## config.mk

```make
export PLATFORM = sky130hd
export DESIGN_NAME = bg_tile_fetch_seq
export DESIGN_NICKNAME = d
export VERILOG_FILES = /design/src/rtl/bg_tile_fetch_seq_pkg.sv /design/src/rtl/bg_tile_fetch_seq_pixel_to_nametable_ptr.sv /design/src/rtl/bg_tile_fetch_seq.sv
export SDC_FILE = /design/constraint.sdc
export NUM_CORES = 1
export LEC_CHECK = 0
export ABC_CLOCK_PERIOD_IN_PS = 3400
export CAP_MARGIN = 30
export CORE_MARGIN = 5
export CORE_UTILIZATION = 50
export CTS_CLUSTER_DIAMETER = 100
export DETAILED_ROUTE_END_ITERATION = 7
export GPL_TIMING_DRIVEN = 1
export PLACE_DENSITY = 0.77
export RECOVER_POWER = 50
export REMOVE_ABC_BUFFERS = 1
export SLEW_MARGIN = 15
export SYNTH_ARGS = -nofsm -noshare
export SYNTH_HDL_FRONTEND = slang
export SYNTH_HIERARCHICAL = 1
export SYNTH_SLANG_ARGS = --single-unit
export TNS_END_PERCENT = 1
```

## constraint.sdc

```tcl
create_clock -name clk -period 3.4 [get_ports clk]
set_clock_uncertainty 0.15 [all_clocks]
set_input_delay 0.68 -clock clk [delete_from_list [all_inputs] [get_ports clk]]
set_output_delay 0.68 -clock clk [all_outputs]
set_load 0.01 [all_outputs]
```

## src/rtl/bg_tile_fetch_seq_pkg.sv

```systemverilog
// Shared PPU definitions for the background tile fetch sequencer: state encoding,
// VRAM map constants and small address/attribute helpers.
package bg_tile_fetch_seq_pkg;

    localparam logic [3:0] ST_IDLE    = 4'd0;
    localparam logic [3:0] ST_NT_REQ  = 4'd1;
    localparam logic [3:0] ST_NT_WAIT = 4'd2;
    localparam logic [3:0] ST_AT_REQ  = 4'd3;
    localparam logic [3:0] ST_AT_WAIT = 4'd4;
    localparam logic [3:0] ST_PL_REQ  = 4'd5;
    localparam logic [3:0] ST_PL_WAIT = 4'd6;
    localparam logic [3:0] ST_PH_REQ  = 4'd7;
    localparam logic [3:0] ST_PH_WAIT = 4'd8;
    localparam logic [3:0] ST_OUT     = 4'd9;

    localparam logic [15:0] NT_BASE_ADDR        = 16'h2000;
    localparam logic [15:0] NT_BASE_MASK        = 16'hFC00;
    localparam logic [15:0] ATTR_OFFSET_DEFAULT = 16'h03C0;
    localparam logic [15:0] PLANE_HI_OFFSET     = 16'h0008;

    // Each attribute byte covers a 32x32 area; quadrant q picks bits [2q+1:2q].
    function automatic logic [1:0] attr_quadrant(input logic [7:0] at_byte,
                                                 input logic       row4,
                                                 input logic       col4);
        logic [1:0] q;
        q = {row4, col4};
        case (q)
            2'd0:    return at_byte[1:0];
            2'd1:    return at_byte[3:2];
            2'd2:    return at_byte[5:4];
            default: return at_byte[7:6];
        endcase
    endfunction

    function automatic logic [15:0] pattern_addr(input logic       table_sel,
                                                 input logic [7:0] tile_num,
                                                 input logic [2:0] fine_y);
        return {3'b000, table_sel, tile_num, 1'b0, fine_y};
    endfunction

endpackage

```

## src/rtl/bg_tile_fetch_seq_pixel_to_nametable_ptr.sv

```systemverilog
// Maps a scrolled 512x512 pixel position onto one of four 1 KiB nametables and
// returns the VRAM address of the tile entry under it.
module pixel_to_nametable_ptr
    import bg_tile_fetch_seq_pkg::*;
(
    input  logic [8:0]  pixel_row,
    input  logic [8:0]  pixel_col,
    input  logic [1:0]  nt_select,
    output logic [15:0] nt_addr
);

    logic nt_x;
    logic nt_y;

    // Crossing a 256-pixel boundary toggles to the neighbouring nametable.
    assign nt_x = nt_select[0] ^ pixel_col[8];
    assign nt_y = nt_select[1] ^ pixel_row[8];

    assign nt_addr = NT_BASE_ADDR | {4'b0000, nt_y, nt_x, pixel_row[7:3], pixel_col[7:3]};

endmodule

```

## src/rtl/bg_tile_fetch_seq.sv

```systemverilog
// Background tile fetch sequencer: for each scanline fetches nametable, attribute and
// both pattern planes per tile from VRAM and hands each tile to the shifter.
module bg_tile_fetch_seq
    import bg_tile_fetch_seq_pkg::*;
#(
    parameter int unsigned TILES_PER_LINE = 33,
    parameter logic [15:0] ATTR_OFFSET    = ATTR_OFFSET_DEFAULT
) (
    input  logic        clk,
    input  logic        rst,
    input  logic        start_line,
    input  logic [8:0]  screen_row,
    input  logic [15:0] cpu_scroll_addr,
    input  logic [7:0]  ppu_ctrl1,
    output logic        vram_req,
    output logic [15:0] vram_addr,
    input  logic        vram_gnt,
    input  logic [7:0]  vram_rdata,
    output logic        tile_valid,
    input  logic        tile_ready,
    output logic [7:0]  tile_pat_lo,
    output logic [7:0]  tile_pat_hi,
    output logic [1:0]  tile_attr,
    output logic        busy,
    output logic        line_done
);

    localparam int unsigned IDX_W = (TILES_PER_LINE > 1) ? $clog2(TILES_PER_LINE) : 1;

    logic [3:0]       state_q;
    logic [3:0]       state_d;
    logic [8:0]       row_q;
    logic [15:0]      scroll_q;
    logic [1:0]       nt_sel_q;
    logic             pat_sel_q;
    logic [IDX_W-1:0] tile_idx_q;
    logic [7:0]       nt_byte_q;
    logic [7:0]       pat_lo_q;
    logic [7:0]       pat_hi_q;
    logic [1:0]       attr_q;
    logic             line_done_q;

    logic [8:0]  tile_col;
    logic [8:0]  pixel_row;
    logic [8:0]  pixel_col;
    logic [15:0] nt_addr;
    logic [15:0] at_addr;
    logic [15:0] pl_addr;
    logic        last_tile;
    logic        handoff;
    logic        unused_ctrl_bits;

    assign unused_ctrl_bits = ^{ppu_ctrl1[7:5], ppu_ctrl1[3], ppu_ctrl1[0]};

    assign tile_col  = 9'({tile_idx_q, 3'b000});
    assign pixel_row = row_q + {1'b0, scroll_q[15:8]};
    assign pixel_col = tile_col + {1'b0, scroll_q[7:0]};
    assign last_tile = (tile_idx_q == IDX_W'(TILES_PER_LINE - 1));
    assign handoff   = (state_q == ST_OUT) && tile_ready;

    pixel_to_nametable_ptr u_nt_ptr (
        .pixel_row (pixel_row),
        .pixel_col (pixel_col),
        .nt_select (nt_sel_q),
        .nt_addr   (nt_addr)
    );

    assign at_addr = (nt_addr & NT_BASE_MASK) + ATTR_OFFSET
                   + {10'b0, pixel_row[7:5], 3'b000} + {13'b0, pixel_col[7:5]};
    assign pl_addr = pattern_addr(pat_sel_q, nt_byte_q, pixel_row[2:0]);

    always_comb begin
        state_d = state_q;
        case (state_q)
            ST_IDLE:    if (start_line) state_d = ST_NT_REQ;
            ST_NT_REQ:  if (vram_gnt) state_d = ST_NT_WAIT;
            ST_NT_WAIT: state_d = ST_AT_REQ;
            ST_AT_REQ:  if (vram_gnt) state_d = ST_AT_WAIT;
            ST_AT_WAIT: state_d = ST_PL_REQ;
            ST_PL_REQ:  if (vram_gnt) state_d = ST_PL_WAIT;
            ST_PL_WAIT: state_d = ST_PH_REQ;
            ST_PH_REQ:  if (vram_gnt) state_d = ST_PH_WAIT;
            ST_PH_WAIT: state_d = ST_OUT;
            ST_OUT:     if (tile_ready) state_d = last_tile ? ST_IDLE : ST_NT_REQ;
            default:    state_d = ST_IDLE;
        endcase
    end

    always_comb begin
        vram_addr = '0;
        case (state_q)
            ST_NT_REQ: vram_addr = nt_addr;
            ST_AT_REQ: vram_addr = at_addr;
            ST_PL_REQ: vram_addr = pl_addr;
            ST_PH_REQ: vram_addr = pl_addr + PLANE_HI_OFFSET;
            default:   vram_addr = '0;
        endcase
    end

    assign vram_req = (state_q == ST_NT_REQ) || (state_q == ST_AT_REQ) ||
                      (state_q == ST_PL_REQ) || (state_q == ST_PH_REQ);

    always_ff @(posedge clk) begin
        if (rst) begin
            state_q     <= ST_IDLE;
            row_q       <= '0;
            scroll_q    <= '0;
            nt_sel_q    <= '0;
            pat_sel_q   <= 1'b0;
            tile_idx_q  <= '0;
            nt_byte_q   <= '0;
            pat_lo_q    <= '0;
            pat_hi_q    <= '0;
            attr_q      <= '0;
            line_done_q <= 1'b0;
        end else begin
            state_q     <= state_d;
            line_done_q <= handoff && last_tile;
            // Line parameters are snapshotted so CPU writes mid-line cannot disturb it.
            if ((state_q == ST_IDLE) && start_line) begin
                row_q      <= screen_row;
                scroll_q   <= cpu_scroll_addr;
                nt_sel_q   <= ppu_ctrl1[2:1];
                pat_sel_q  <= ppu_ctrl1[4];
                tile_idx_q <= '0;
            end
            if (state_q == ST_NT_WAIT) nt_byte_q <= vram_rdata;
            if (state_q == ST_AT_WAIT) begin
                attr_q <= attr_quadrant(vram_rdata, pixel_row[4], pixel_col[4]);
            end
            if (state_q == ST_PL_WAIT) pat_lo_q <= vram_rdata;
            if (state_q == ST_PH_WAIT) pat_hi_q <= vram_rdata;
            if (handoff && !last_tile) tile_idx_q <= tile_idx_q + 1'b1;
        end
    end

    assign tile_valid  = (state_q == ST_OUT);
    assign busy        = (state_q != ST_IDLE);
    assign line_done   = line_done_q;
    assign tile_pat_lo = pat_lo_q;
    assign tile_pat_hi = pat_hi_q;
    assign tile_attr   = attr_q;

endmodule
```

Yosys cells after proc, flatten, opt, wreduce, memory -nomap -nowiden
Index checks and enable logic that the tools add are counted.
{ "op_classes": {"addsub": 7, "eq_ne": 18, "n_mux": 12, "bitwise_logic": 2, "n_reduce_logical": 13} }
{ "ops": {"columns": ["op", "n"], "rows": [
  ["16-bit one-hot mux with 4 select lines", 1],
  ["4-bit one-hot mux with 10 select lines", 1],
  ["4-bit two-way mux", 6],
  ["9-bit by 8-bit adder with 9-bit output", 2],
  ["15-bit by 6-bit adder with 16-bit output", 1],
  ["16-bit by 3-bit adder with 16-bit output", 1],
  ["4-bit by 3-bit == test with 1-bit output (second input constant)", 4],
  ["14-bit by 10-bit adder with 15-bit output (second input constant)", 1],
  ["13-bit by 4-bit adder with 14-bit output (second input constant)", 1],
  ["6-bit two-way mux", 2],
  ["2-bit inequality test (second input constant)", 5],
  ["4-bit by 2-bit == test with 1-bit output (second input constant)", 2],
  ["4-bit == test (second input constant)", 2],
  ["6-bit by 1-bit adder with 6-bit output (second input constant)", 1],
  ["6-bit == test (second input constant)", 1],
  ["2-bit one-hot mux with 3 select lines", 1],
  ["6-bit AND reduction", 1],
  ["4-bit by 1-bit == test with 1-bit output (second input constant)", 1],
  ["1-bit logical AND", 4],
  ["4-bit zero test", 1],
  ["4-bit nonzero test", 1],
  ["1-bit logical OR", 3],
  ["2-bit by 1-bit == test with 1-bit output (second input constant)", 1],
  ["2-bit == test (second input constant)", 1],
  ["6 further kinds", 7]
]} }
{ "totals": {"regBits": 65, "out_inout_bits": 38, "wordCells": 63} }

Depth between registers and ports, before layout
{ "logic_depth": {"depth_word": 6, "ltp_mapped": 11, "ltp_nobuf": 10} }

By module
Netlist, hierarchy kept.
{ "modules_own_cells": {"columns": ["module", "instances", "cells_per_inst", "area_per_inst_um2", "seq_area_each_um2"], "rows": [
  ["bg_tile_fetch_seq", 1, 418, 3285.7, 1301.2],
  ["pixel_to_nametable_ptr", 1, 20, 145.1, 0.0]
]} }

Worst setup path before layout
OpenSTA, ideal clock, no wires.
{ "synth_timing": {"path_type": "reg-to-output", "start": "reg row_q[0]", "end": "out vram_addr[11]", "t_arrival_ns": 2.170, "slack_ns": 0.400, "stages_incl_launch_ff": 12, "n_path_buf": 1, "cell_sequence": "dfxtp_1 > ha_1 > fa_1 > and3_1 > o21ai_0 > a21oi_1 > nor2_1 > xnor2_1 > xor2_1 > buf_4 > mux2i_1 > nor2_1"} }
{ "synth_via": {"elab_chain_cells": 6, "elab_cells_between_ends": 7, "classes_between": "add/sub: 5; mux: 1; bitwise: 1"} }
{ "synth_lines": {"columns": ["item", "line_no", "source"], "rows": [
  ["start: declaration", "bg_tile_fetch_seq.sv:32", "logic [8:0] row_q;"],
  ["start signal: assignment", "bg_tile_fetch_seq.sv:121", "row_q <= screen_row;"],
  ["9-bit by 8-bit adder with 9-bit output", "bg_tile_fetch_seq.sv:56", "assign pixel_row = row_q + {1'b0, scroll_q[15:8]};"],
  ["named net pixel_row[8]", "bg_tile_fetch_seq.sv:44", "logic [8:0] pixel_row;"],
  ["1-bit bitwise XOR", "bg_tile_fetch_seq_pixel_to_nametable_ptr.sv:17", "assign nt_y = nt_select[1] ^ pixel_row[8];"],
  ["named net u_nt_ptr.nt_y", "bg_tile_fetch_seq_pixel_to_nametable_ptr.sv:13", "logic nt_y;"],
  ["14-bit by 10-bit adder with 15-bit output", "bg_tile_fetch_seq.sv:68", "assign at_addr = (nt_addr & NT_BASE_MASK) + ATTR_OFFSET"],
  ["15-bit by 6-bit adder with 16-bit output", "bg_tile_fetch_seq.sv:69", "+ {10'b0, pixel_row[7:5], 3'b000} + {13'b0, pixel_col[7:5]};"],
  ["16-bit by 3-bit adder with 16-bit output", "bg_tile_fetch_seq.sv:69", null],
  ["named net at_addr[11]", "bg_tile_fetch_seq.sv:47", "logic [15:0] at_addr;"],
  ["16-bit one-hot mux with 4 select lines", "bg_tile_fetch_seq.sv:91", "case (state_q)"],
  ["end: declaration", "bg_tile_fetch_seq.sv:16", "output logic [15:0] vram_addr,"]
]} }
The timed path passes the listed nets, and every way through them passes these cells.

Final worst setup path
{ "layout_timing": {"start": "reg tile_idx_q[0]", "end": "out vram_addr[1]"} }
{ "layout_via": {"elab_cells_between_ends": 3, "classes_between": "add/sub: 2; mux: 1"} }
{ "layout_lines": {"columns": ["item", "line_no", "source"], "rows": [
  ["start: declaration", "bg_tile_fetch_seq.sv:36", "logic [IDX_W-1:0] tile_idx_q;"],
  ["start signal: assignment", "bg_tile_fetch_seq.sv:133", "if (handoff && !last_tile) tile_idx_q <= tile_idx_q + 1'b1;"],
  ["9-bit by 8-bit adder with 9-bit output", "bg_tile_fetch_seq.sv:57", "assign pixel_col = tile_col + {1'b0, scroll_q[7:0]};"],
  ["named net pixel_col[4]", "bg_tile_fetch_seq.sv:45", "logic [8:0] pixel_col;"],
  ["16-bit one-hot mux with 4 select lines", "bg_tile_fetch_seq.sv:91", null]
]} }
The timed path passes the listed nets, and every way through them passes these cells.

==> impl_results.md <==
- Net Sw Frac: a little over a quarter
- Die area: about 8400 um2
- # DRC: 0
- Met3 wire length: about 550 um
- Area delta synth->final: 27.67%
- Cell total after placement: 551
- PD cells: 434.4 nW/um2
- Met2 WL: 4090 um
- DR WL/cell: between 10 and 15 um
- Detailed Place HPWL: 6147 um
- GR Overflow Total: 0
- Post-layout util: between 60% and 70%
- Top delay family on crit path: buffers and inverters
- Final antenna-violating net count: 0
- R2R depth: 6
- Total CTS buffers: 9
- Syn Area/Cell: 7.824 um2
- GP Congestion: 0.8498
- CP peak stage delay: roughly 500 ps
- 1st-iter DRT viols: 170
- Share of post-route cells with drive strength above 1: under 10%
- Worst Setup Path Type: flop to output pin
- Die Width: around 92 um
- Slew headroom: 24.22%
- Static Leakage: ~0.0017 uW
- Total Nets Final: between 500 and 600
- Crit share post-route: approximately 100%
- Status: finished clean
- Core Footprint: between 6000 and 7000 um2
- Post-Syn Instances: approximately 430
- R2R setup slack: between 800 and 900 ps
- Total Wirelength: ~8500 um
- Fin cells: between 500 and 600
- Critical path data arrival time: 2550 ps
- DR pass1 iterations: 4
- Yosys warnings: 6
- Hold path start: tile_pat_hi[7]
- Critical Path RT: 2570 ps
- First-pass GRT wire length: ~14000 um
- Endpoint class of the critical path: output pin
- Die height: ~92 um
- CTS max path bufs: 2
- Fin. Hold Viols: 0
- Vias post-DR: ~3000
- # Post-CTS Setup Buffers: 0
- Logic pwr share: between 10% and 20%
- Total power: about 1800 uW
- Clock power frac: around two fifths
- Met1 WL: around 3700 um
- Post-layout min period: around 3400 ps
- Final Setup Violations: 0
- Crit Reg-Reg Startpoint: state_q[1]
- Int Pwr: approximately 1300 uW
- Clk sinks: 62
- Max Fclk: ~300 MHz
- CP max FO: 6
- Hold Path Cell Cnt: 2
- Uppermost layer routed: met4
- Reg power frac: between 40% and 50%
- Io pins: 84
- Max-Cap Viols: 0
- Max VDD drop: 0.2694 mV
- CTS root buf: clkbuf_8
- P_sw: 499.3 uW
- H-tree lvl count: 3
- Ant diodes: 0
- CP Launch Type: flop
- Most used cell along the critical path: inv_1
- Hold Path Sink: tile_pat_hi[7]
- Critical R2R Capture: row_q[5]
- Row cnt: 29
- Initial antenna violation count: 0
- Critical-path top delay cell: clkdlybuf4s50_1
- Final Max Tran Viols: 0
- Hold Path Class: flop to flop
- Initial Utilization: around 52%
- CP cell instances: ha_1 -> inv_1 -> fa_1 -> inv_1 -> a222oi_1 -> inv_1 -> clkdlybuf4s50_1
- Syn Std Cell Area: 3333 um2
- Final TNS setup: 0 ps
- Hold Buf Count CTS: 0
- Clk pin slew, worst setup/hold paths: roughly 70 ps
- Total GRT Usage: a little over 20%
- RSZ-0062 raised after global routing: true
- Worst Path Buf+Inv: 4
- Vias per cell: between 5 and 6
- Largest net degree at the start of global routing: 39
- PortBufs: between 70 and 80
- Worst hold slack: approximately 300 ps
- Vias in the first global route: slightly above 3000
- Clk Latency, worst-skew pair: 350 ps
- Worst slew pin tran: 1137 ps
- CTS tree: done
power by group through the flow:
stage / clock network, uW / logic, uW / registers, uW
floorplan: 0 / 183 / 799
global placement: 0 / 332 / 801
detailed placement: 0 / 339 / 803
CTS: 723 / 342 / 787
global route: 765 / 379 / 792
finish: 717 / 343 / 788
flip-flops by register name (all words and copies together), names as in the netlist:
register	cells
line_done	1
nt_byte_q	8
nt_sel_q	2
pat_sel_q	1
row_q	9
scroll_q	13
state_q	4
tile_attr	2
tile_idx_q	6
tile_pat_hi	8
tile_pat_lo	8
how the worst max path moves through the flow:
stage / to / depth (start not counted) / from
after floorplan: vram_addr[11] / 10 / row_q[0]
after global placement: vram_addr[11] / 12 / row_q[0]
after detailed placement: vram_addr[11] / 12 / row_q[0]
after CTS: vram_addr[11] / 12 / row_q[0]
after global routing: vram_addr[11] / 12 / row_q[0]
final: vram_addr[1] / 7 / tile_idx_q[0]
routing by layer:
metal | vias up | global-route usage [%]
met5 | - | 0
met4 | 0 | 8.543
met3 | 11 | 3.682
met2 | 87 | 34.81
met1 | 1442 | 25.73
li1 | 1549 | -
metrics by stage:
stage / cell area, um2 / setup slack [ps]
2_1_floorplan: 3118 / 479.4
3_3_place_gp: 4015 / -92.85
3_5_place_dp: 4015 / -89.65
4_1_cts: 4239 / -53.82
5_1_grt: 4255 / -96.19
6_report: 4255 / 16.17
final cells by class:
type                    count  area (um2)
flip-flops and latches     62        1245
multi-input cells         317        1868
fillers                   571        2167
inverters                  12       45.04
clock inverters             4       70.07
well taps                  77       96.34
repair buffers             83       785.8
clock buffers              12       145.1
cell usage in the layout (no fill, tap or decap), types with 3 or more instances in the layout:
master           instances
xor2_1                   4
clkbuf_8                10
mux2i_1                  3
a21oi_1                 68
o211ai_1                 3
nand3_1                  4
nand2b_1                 4
inv_1                   10
nor3_1                   4
clkdlybuf4s50_1         64
dfxtp_2                  3
a22o_1                   4
dlygate4sd2_1            4
xnor2_1                  8
a22oi_1                  3
or3_1                    5
ha_1                    12
buf_4                    8
conb_1                   4
o21ai_0                  9
a21o_1                   7
nor2_1                  19
o221a_2                  4
clkbuf_1                 4
and3_1                   6
nand2_1                108
dfxtp_1                 59
timing repair:
item | 4_1_cts | 5_1_grt
pin swaps | 2 | 6
setup endpoints to repair | 9 | 10
gates resized for setup | 13 | 11
worst register-to-register path, cell delays in order, from the launching register on:
cell and delay [ps]:
dfxtp_1 350, clkbuf_1 230, nor2_1 380, and3_1 220
clkbuf_1 840, nand2_1 170, a21oi_1 180
No activity file was read; power rests on OpenSTA's default activity.
